`src/rtl/alu_seq_pkg.sv`:
```
// alu_seq_pkg: shared types for the registered ALU.
//   opc_e   - 4-bit opcode encoding (12..15 reserved)
//   state_e - sequencer states
//   flags_t - status flags {err, ovf, neg, carry, zero}
//   FLAG_*  - bit positions of each flag inside flags_t
// Optional feature macro used by the design: ALU_SEQ_MUL_EN.
package alu_seq_pkg;

   typedef enum logic [3:0] {
      OPC_OR    = 4'd0,
      OPC_AND   = 4'd1,
      OPC_XOR   = 4'd2,
      OPC_NOT   = 4'd3,
      OPC_ADD   = 4'd4,
      OPC_SUB   = 4'd5,
      OPC_INCA  = 4'd6,
      OPC_INCB  = 4'd7,
      OPC_SHL   = 4'd8,
      OPC_SHR   = 4'd9,
      OPC_ASR   = 4'd10,
      OPC_MUL   = 4'd11,
      OPC_RSV12 = 4'd12,
      OPC_RSV13 = 4'd13,
      OPC_RSV14 = 4'd14,
      OPC_RSV15 = 4'd15
   } opc_e;

   typedef enum logic [0:0] {
      IDLE = 1'b0,
      MUL  = 1'b1
   } state_e;

   typedef struct packed {
      logic err;
      logic ovf;
      logic neg;
      logic carry;
      logic zero;
   } flags_t;

   localparam int unsigned FLAG_ZERO  = 0;
   localparam int unsigned FLAG_CARRY = 1;
   localparam int unsigned FLAG_NEG   = 2;
   localparam int unsigned FLAG_OVF   = 3;
   localparam int unsigned FLAG_ERR   = 4;

endpackage

```
`src/rtl/alu_seq_mul.sv`:
```
// alu_seq_mul: iterative shift-add unsigned multiplier.
//   clk, rst_n (sync, active-low) - clock and reset
//   start                        - load operands a/b and begin
//   a, b                         - WIDTH-bit unsigned operands
//   done                         - product valid (held until next start)
//   product                      - 2*WIDTH-bit product
// Only compiled into alu_seq when ALU_SEQ_MUL_EN is defined.
module alu_seq_mul
   import alu_seq_pkg::*;
#(
   parameter int WIDTH = 8
) (
   input  logic               clk,
   input  logic               rst_n,
   input  logic               start,
   input  logic [WIDTH-1:0]   a,
   input  logic [WIDTH-1:0]   b,
   output logic               done,
   output logic [2*WIDTH-1:0] product
);

   localparam int CW = $clog2(WIDTH) + 1;

   logic [2*WIDTH-1:0] r_acc;
   logic [2*WIDTH-1:0] r_mcand;
   logic [WIDTH-1:0]   r_mplier;
   logic [CW-1:0]      r_cnt;
   logic               r_loaded;

   // Bit 0 of b is folded into the load so WIDTH-1 further edges finish the product.
   always_ff @(posedge clk) begin
      if (!rst_n) begin
         r_acc    <= '0;
         r_mcand  <= '0;
         r_mplier <= '0;
         r_cnt    <= '0;
         r_loaded <= 1'b0;
      end else if (start) begin
         r_acc    <= b[0] ? {{WIDTH{1'b0}}, a} : '0;
         r_mcand  <= {{(WIDTH-1){1'b0}}, a, 1'b0};
         r_mplier <= {1'b0, b[WIDTH-1:1]};
         r_cnt    <= CW'(WIDTH - 1);
         r_loaded <= 1'b1;
      end else if (r_cnt != '0) begin
         if (r_mplier[0]) begin
            r_acc <= r_acc + r_mcand;
         end
         r_mcand  <= r_mcand << 1;
         r_mplier <= r_mplier >> 1;
         r_cnt    <= r_cnt - CW'(1);
      end
   end

   assign done    = r_loaded && (r_cnt == '0);
   assign product = r_acc;

endmodule

```
`src/rtl/alu_seq.sv`:
```
// alu_seq: registered ALU with valid/ready handshakes on both sides.
//   clk, rst_n (sync, active-low)
//   in_valid/in_ready, opc[3:0], a, b - request side
//   out_valid/out_ready, s, flags[4:0] - result side, flags = {err, ovf, neg, carry, zero}
//   busy                              - multi-cycle multiply in progress
// Define ALU_SEQ_MUL_EN to enable the iterative multiplier (opcode 11); otherwise
// opcode 11 behaves as a reserved opcode and busy is tied low.
module alu_seq
   import alu_seq_pkg::*;
#(
   parameter int WIDTH = 8,
   parameter int SHW   = $clog2(WIDTH)
) (
   input  logic             clk,
   input  logic             rst_n,
   input  logic             in_valid,
   output logic             in_ready,
   input  logic [3:0]       opc,
   input  logic [WIDTH-1:0] a,
   input  logic [WIDTH-1:0] b,
   output logic             out_valid,
   input  logic             out_ready,
   output logic [WIDTH-1:0] s,
   output logic [4:0]       flags,
   output logic             busy
);

   state_e           r_state, w_state_d;
   logic [WIDTH-1:0] r_s, w_s_d;
   flags_t           r_flags, w_flags_d;
   logic             r_out_valid, w_out_valid_d;

   opc_e             w_opc;
   logic             w_accept;
   logic             w_is_mul;
   logic [WIDTH-1:0] w_res;
   flags_t           w_res_flags;
   logic [WIDTH:0]   w_sum;
   logic [WIDTH:0]   w_shl;
   logic [WIDTH:0]   w_shr;
   logic [WIDTH:0]   w_asr;
   logic [SHW-1:0]   w_sh;

   assign w_opc    = opc_e'(opc);
   assign in_ready = rst_n && (r_state == IDLE) && (!r_out_valid || out_ready);
   assign w_accept = in_valid && in_ready;

   // Shifts run one bit wider than the operand so the last bit shifted out lands
   // in the extra bit (and that bit stays 0 for a shift amount of 0).
   always_comb begin
      w_sh        = b[SHW-1:0];
      w_shl       = {1'b0, a} << w_sh;
      w_shr       = {a, 1'b0} >> w_sh;
      w_asr       = $signed({a, 1'b0}) >>> w_sh;
      w_sum       = '0;
      w_res       = '0;
      w_res_flags = '0;
      case (w_opc)
         OPC_OR:  w_res = a | b;
         OPC_AND: w_res = a & b;
         OPC_XOR: w_res = a ^ b;
         OPC_NOT: w_res = ~a;
         OPC_ADD: begin
            w_sum             = {1'b0, a} + {1'b0, b};
            w_res             = w_sum[WIDTH-1:0];
            w_res_flags.carry = w_sum[WIDTH];
            w_res_flags.ovf   = (a[WIDTH-1] == b[WIDTH-1]) && (w_res[WIDTH-1] != a[WIDTH-1]);
         end
         OPC_SUB: begin
            w_sum             = {1'b0, a} - {1'b0, b};
            w_res             = w_sum[WIDTH-1:0];
            w_res_flags.carry = w_sum[WIDTH];
            w_res_flags.ovf   = (a[WIDTH-1] != b[WIDTH-1]) && (w_res[WIDTH-1] != a[WIDTH-1]);
         end
         OPC_INCA: begin
            w_sum             = {1'b0, a} + (WIDTH+1)'(1);
            w_res             = w_sum[WIDTH-1:0];
            w_res_flags.carry = w_sum[WIDTH];
            w_res_flags.ovf   = !a[WIDTH-1] && w_res[WIDTH-1];
         end
         OPC_INCB: begin
            w_sum             = {1'b0, b} + (WIDTH+1)'(1);
            w_res             = w_sum[WIDTH-1:0];
            w_res_flags.carry = w_sum[WIDTH];
            w_res_flags.ovf   = !b[WIDTH-1] && w_res[WIDTH-1];
         end
         OPC_SHL: begin
            w_res             = w_shl[WIDTH-1:0];
            w_res_flags.carry = w_shl[WIDTH];
         end
         OPC_SHR: begin
            w_res             = w_shr[WIDTH:1];
            w_res_flags.carry = w_shr[0];
         end
         OPC_ASR: begin
            w_res             = w_asr[WIDTH:1];
            w_res_flags.carry = w_asr[0];
         end
         // MUL is produced by the multiplier; here it falls into the reserved path.
         default: w_res_flags.err = 1'b1;
      endcase
      if (!w_res_flags.err) begin
         w_res_flags.zero = (w_res == '0);
         w_res_flags.neg  = w_res[WIDTH-1];
      end
   end

`ifdef ALU_SEQ_MUL_EN
   logic               w_mul_start;
   logic               w_mul_done;
   logic [2*WIDTH-1:0] w_prod;
   logic [WIDTH-1:0]   w_mul_s;
   flags_t             w_mul_flags;

   assign w_is_mul    = (w_opc == OPC_MUL);
   assign w_mul_start = w_accept && w_is_mul;
   assign busy        = (r_state == MUL);

   alu_seq_mul #(
      .WIDTH(WIDTH)
   ) u_mul (
      .clk    (clk),
      .rst_n  (rst_n),
      .start  (w_mul_start),
      .a      (a),
      .b      (b),
      .done   (w_mul_done),
      .product(w_prod)
   );

   always_comb begin
      w_mul_flags       = '0;
      w_mul_s           = w_prod[WIDTH-1:0];
      w_mul_flags.carry = |w_prod[2*WIDTH-1:WIDTH];
      w_mul_flags.zero  = (w_mul_s == '0);
      w_mul_flags.neg   = w_mul_s[WIDTH-1];
   end
`else
   assign w_is_mul = 1'b0;
   assign busy     = 1'b0;
`endif

   always_comb begin
      w_state_d     = r_state;
      w_s_d         = r_s;
      w_flags_d     = r_flags;
      w_out_valid_d = r_out_valid && !out_ready;
      case (r_state)
         IDLE: begin
            if (w_accept) begin
               if (w_is_mul) begin
                  w_state_d = MUL;
               end else begin
                  w_s_d         = w_res;
                  w_flags_d     = w_res_flags;
                  w_out_valid_d = 1'b1;
               end
            end
         end
         MUL: begin
`ifdef ALU_SEQ_MUL_EN
            // Finished product waits here if the previous result is still unconsumed.
            if (w_mul_done && (!r_out_valid || out_ready)) begin
               w_s_d         = w_mul_s;
               w_flags_d     = w_mul_flags;
               w_out_valid_d = 1'b1;
               w_state_d     = IDLE;
            end
`else
            w_state_d = IDLE;
`endif
         end
         default: w_state_d = IDLE;
      endcase
   end

   always_ff @(posedge clk) begin
      if (!rst_n) begin
         r_state     <= IDLE;
         r_s         <= '0;
         r_flags     <= '0;
         r_out_valid <= 1'b0;
      end else begin
         r_state     <= w_state_d;
         r_s         <= w_s_d;
         r_flags     <= w_flags_d;
         r_out_valid <= w_out_valid_d;
      end
   end

   assign s         = r_s;
   assign flags     = r_flags;
   assign out_valid = r_out_valid;

endmodule

```
`config.mk`:
```
export PLATFORM = sky130hd
export DESIGN_NAME = alu_seq
export DESIGN_NICKNAME = d
export VERILOG_FILES = /design/src/rtl/alu_seq_pkg.sv /design/src/rtl/alu_seq_mul.sv /design/src/rtl/alu_seq.sv
export SDC_FILE = /design/constraint.sdc
export NUM_CORES = 1
export LEC_CHECK = 0
export CAP_MARGIN = 15
export CORE_ASPECT_RATIO = 0.9
export CORE_MARGIN = 2
export CORE_UTILIZATION = 60
export DETAILED_ROUTE_END_ITERATION = 6
export GPL_ROUTABILITY_DRIVEN = 0
export PLACE_DENSITY = 0.93
export SYNTH_ARGS = -nofsm -noshare
export SYNTH_HDL_FRONTEND = slang
export SYNTH_HIERARCHICAL = 1
export SYNTH_SLANG_ARGS = --single-unit
```
`constraint.sdc`:
```
create_clock -name clk -period 3.79 [get_ports clk]
set_input_delay 0.379 -clock clk [delete_from_list [all_inputs] [get_ports clk]]
set_output_delay 0.379 -clock clk [all_outputs]
set_load 0.01 [all_outputs]
```
Word level (Yosys, flattened, before mapping)
Index checks and enable logic that the tools add are counted.
- register bits: 14
- bits in latches: 0
- RAM bits: 0
- bits in read-only memories: 0
- input port bits: 24
- output and inout bits: 16
- logic and storage cells: 54
- memories: 0
- add/subtract/negate cells: 4
- multiply operators: 0
- div/mod/pow operators: 0
- $lt $le $gt $ge: 0
- eq/ne operators: 14
- shift-type cells: 3
- mux-type cells: 7
- bitwise operators: 4
- reductions and logical operators: 15
- operators by type and width (kind ; number):
    8-bit case mux with 11 select lines ; 1
    8-bit by 1-bit adder with 9-bit output, second input constant ; 2
    4-bit by 3-bit == test with 1-bit output, second input constant ; 4
    4-bit == test, second input constant ; 3
    11-bit OR reduction ; 1
    8-bit by 8-bit adder with 9-bit output ; 1
    8-bit by 3-bit << shifter with 9-bit output ; 1
    9-bit by 3-bit >> shifter with 9-bit output ; 1
    9-bit by 3-bit >>> shifter with 9-bit output ; 1
    8-bit by 8-bit subtractor with 9-bit output ; 1
    8-bit AND ; 1
    4-bit by 2-bit == test with 1-bit output, second input constant ; 2
    8-bit logical NOT ; 1
    8-bit NOT ; 1
    8-bit OR ; 1
    8-bit bitwise XOR ; 1
    1-bit logical AND ; 7
    1-bit case mux with 7 select lines ; 1
    4-bit by 1-bit == test with 1-bit output, second input constant ; 1
    1-bit logical NOT ; 4
    4-bit logical NOT ; 1
    1-bit two-way mux ; 4
    1-bit case mux with 4 select lines ; 1
    1-bit inequality test ; 3
    other kinds (2) ; 2

Depth between registers and ports, before layout
- depth after elaboration: 5
- gate-level depth with buffers: 12
- gate-level depth less buffers: 10

Least setup slack after synthesis
No wires, ideal clock.
- path type: input -> register
- start point: input a[4]
- end point: register r_flags, in the netlist flags[0]
- setup time: 0.117 ns
- arrival time: 2.529 ns
- data required time: 3.673 ns
- slack: 1.143 ns
- stages on the path: 11
- buffers on the path: 2
- path through: clkbuf_1 inv_1 ha_1 clkbuf_1 and2_1 and3_1 or4_1 and4_1 o2111ai_2 nor4bb_1 a32o_1
- word-level cells in the longest chain between the ends: 4
- elaborated cells between the ends (all ways): 13
- those cells by class: add/sub: 3; shift: 3; mux: 2; bitwise: 4; reduce/logical: 1
- RTL lines (what ; line ; text):
    from (decl) ; alu_seq.sv:19 ; input logic [WIDTH-1:0] a,
    8-bit by 1-bit adder with 9-bit output, or another cell as far along ; alu_seq.sv:76 ; w_sum = {1'b0, a} + (WIDTH+1)'(1);
    8-bit case mux with 11 select lines (*) ; alu_seq.sv:58 ; case (w_opc)
    8-bit logical NOT (*) ; alu_seq.sv:103 ; w_res_flags.zero = (w_res == '0);
    1-bit two-way mux (*) ; alu_seq.sv:102 ; if (!w_res_flags.err) begin
    to (signal assigned) ; alu_seq.sv:186 ; r_flags <= w_flags_d;
    to (decl) ; alu_seq.sv:30 ; flags_t r_flags, w_flags_d;
Every way passes the cells marked *; elsewhere a longest branch is shown, timed or not.
A chain may end at the register's enable or synchronous reset.

Worst setup path in the final report
- start point: input a[0]
- end point: register r_flags, in the netlist flags[0]
The elaborated chain is that of the path after synthesis.

==> flow_summary.yaml <==
final_layout:
  n_fill_cell: 390
  final_common_cell: "clkdlybuf4s50_1"
  diodes: 0
  syn_to_final_growth_pct: 14.9
  nets: 449
  final_area_sq_mm: 0.00334
  ff_latch_area_sq_um: 280
  final_layout_size_suffix_gt1_share_pct: 9.41
  final_core_utilization_pct: 70.4
  multi_input_area_sq_mm: 0.00235
  mostFrequentLayoutCells: "clkdlybuf4s50_1, ha_1, inv_1"
setup_path:
  arrival_ns: 3.42
  worst_setup_path_end_kind: "flip-flop"
  startpoint_type: "input port"
  r2r_cells: 7
  rrSetupSlack_ns: 1.98
  reg2reg_from: "out_valid"
  timing_worst_setup_path_type: "input port to flip-flop"
  worstPathRequired_ns: 3.98
  timing.rr.end: "flags[0]"
  critical_path.max_fanout: 9
grt:
  grt_pass1_vias: 2975
  grt_pass1_wl_mm: 14.2
  track_usage_pct: 31.6
  grt_remaining_overflow: 0
  antenna_found_initial: 0
  grt_start_max_net_pins: 27
job:
  cap_violations: 0
floorplan:
  die_area_sq_mm: 0.00542
  die_w_microns: 77.4
  io_pins: 40
  die_h_microns: 70.1
  design.core.area_sq_mm: 0.00474
  floorplan.rows: 24
  start_util_pct: 61.3
run_status:
  outcome: "complete, no violations"
logic_synthesis:
  synthArstFlopShare_pct: 0
  ys_ff_latch: 14
  synth_edf_count: 0
  syn_avg_cell_area_sq_um: 7.97
  synth_cell_types: 76
  yosysWarnings: 6
  syn_nets: 420
  syn_area_sq_mm: 0.00291
  ys.flop_type: "dfxtp_1"
  yosysSeqAreaShare_pct: 9.63
  synthCells: 365
routing:
  routedWlPerCell_microns: 18.3
  wirelength_mm: 8.38
  antenna_left: 0
  vias_per_cell: 6.75
  drt_iter0_drc: 444
  drc_errors: 0
  num_vias: 3091
  drt-pass1-iter-count: 5
pwr:
  power_frac_clock_pct: 21.9
  finalPower_w: 0.000666
  ir_drop_mv: 0.150
  p_leak_nw: 1.39
  powerDensity_mw_per_mm2: 199
  swShare_pct: 38.7
  p_int_w: 0.000409
  seqPwrFrac_pct: 24.1
  p_sw_w: 0.000258
  p_comb_share_pct: 54.0
timing:
  fin_skew_ns: 0.00522
  worst_pin_slew_ns: 0.796
  timing.final.crit_period_ns: 3.24
  rsz0062_at_grt: "false"
  finalMaxSlewViolations: 0
  hold_viol_final: 0
  post-route-period-util_pct: 85.4
  maxSlewHeadroom_pct: 46.8
  fmax_mhz: 309
  setup_violations: 0
  finalSetupTns_ns: 0
clocking:
  ctsResizeCount: 0
  post_cts_buffers: 0
  cts_sinks: 14
  htree_levels: 1
  clkLatencyLatePin_ns: 0.25
  clockBufferDepth: 2
  root_buffer: "clkbuf_8"
  cts_tree: "done"
  clk_pin_slew_ns: 0.06
  cts_buffers: 3
  cts_hold_buf: 0
worst_hold_path:
  hold_start: "s[0]"
  hold-path-cell-count: 2
  hp-class: "flip-flop to flip-flop"
  min_to: "s[0]"
place:
  place_area_sq_mm: 0.00329
  hpwl_mm: 6.55
  port_buffers: 38
[cells in the mapped netlist, drive strengths merged, types with 3 or more instances]
master | n | share of area (%)
nor2 | 23 | 3.0
o31ai | 3 | 0.77
nand2b | 7 | 1.5
ha | 29 | 12
nor4b | 3 | 1.6
a21o | 4 | 1.0
mux2i | 15 | 5.2
a31oi | 7 | 1.5
mux2 | 6 | 2.3
mux4 | 7 | 5.4
a22o | 5 | 1.5
o22ai | 3 | 0.65
inv | 29 | 3.7
nand4 | 3 | 0.65
and3 | 6 | 1.3
nand2 | 24 | 3.1
dfxtp | 14 | 9.6
o21ai | 14 | 2.4
nand3 | 12 | 2.1
nor3b | 3 | 0.95
o21bai | 3 | 0.77
o211ai | 10 | 2.8
xor2 | 3 | 0.90
a21oi | 15 | 2.6
o221ai | 4 | 1.2
clkbuf | 7 | 0.90
a221oi | 3 | 0.90
a211oi | 7 | 2.0
or3 | 3 | 0.65
nor3 | 5 | 0.86
xnor2 | 14 | 4.2
nor2b | 10 | 2.2
buf | 19 | 5.1
[metal layers]
metal | GRT usage [%] | vias up | share of wire [%]
met3 | 5.43 | 37 | 13
met2 | 52.2 | 239 | 45
met5 | 0 | - | 0
met4 | 10.1 | 0 | 3.4
met1 | 42.0 | 1396 | 38
li1 | - | 1419 | -
[power by group through the flow]
stage / clock network (W) / registers [W] / logic (W)
6_report: 0.000146 / 0.000160 / 0.000360
5_1_grt: 0.000152 / 0.000161 / 0.000388
2_1_floorplan: 0 / 0.000167 / 0.000239
4_1_cts: 0.000146 / 0.000160 / 0.000350
3_5_place_dp: 0 / 0.000163 / 0.000348
3_3_place_gp: 0 / 0.000163 / 0.000338
[cell families (layout without fill, tap and decap cells)]
| kind of cell | Yosys count | after routing | share of synthesized area, % |
|---|---|---|---|
| flops | 14 | 14 | 9.63 |
| simple gates | 117 | 117 | 22.9 |
| mux | 28 | 28 | 12.9 |
| buf+inv | 55 | 83 | 9.72 |
| xor+xnor | 17 | 17 | 5.12 |
| fa+ha+maj | 31 | 31 | 13.8 |
| other cells | 1 | 1 | 0.129 |
| compound gates | 102 | 102 | 25.8 |
[area by class of cell]
| type | instances | area share [%] |
|---|---|---|
| Sequential cell | 14 | 8.39 |
| Clock buffer | 4 | 1.65 |
| Timing Repair Buffer | 50 | 14.1 |
| Multi-Input combinational cell | 296 | 70.2 |
| Inverter | 29 | 3.26 |
| Tap cell | 65 | 2.43 |
[how the worst max path moves through the flow]
stage	start	to	depth (start not counted)
3_3_place_gp	a[0]	flags[0]	11
2_1_floorplan	a[4]	flags[0]	11
3_5_place_dp	a[0]	flags[0]	11
6_report	a[0]	flags[0]	11
4_1_cts	a[0]	flags[0]	11
5_1_grt	a[0]	flags[0]	11
[registers in the layout, summed over array words and instances, names as in the netlist]
register and cells:
s 8, flags 5, out_valid 1
[metrics by stage]
step                      cells  hold WS [ns]  setup slack [ns]
final                       458         0.470             0.553
after global routing        458         0.487             0.439
after global placement      454         0.439             0.454
after floorplan             365         0.487              1.14
after detailed placement    454         0.458             0.319
after CTS                   458         0.469             0.583
[worst max-delay path, cell delays in order]
cell             delay [ns]
clkdlybuf4s50_1        0.66
inv_1                  0.12
ha_1                   0.25
fa_1                   0.48
inv_1                  0.04
mux4_2                 0.44
mux2i_1                0.16
o211ai_1               0.17
nor3b_2                0.22
nor4bb_1               0.30
a32o_1                 0.20
(Power assumes the default switching activity.)
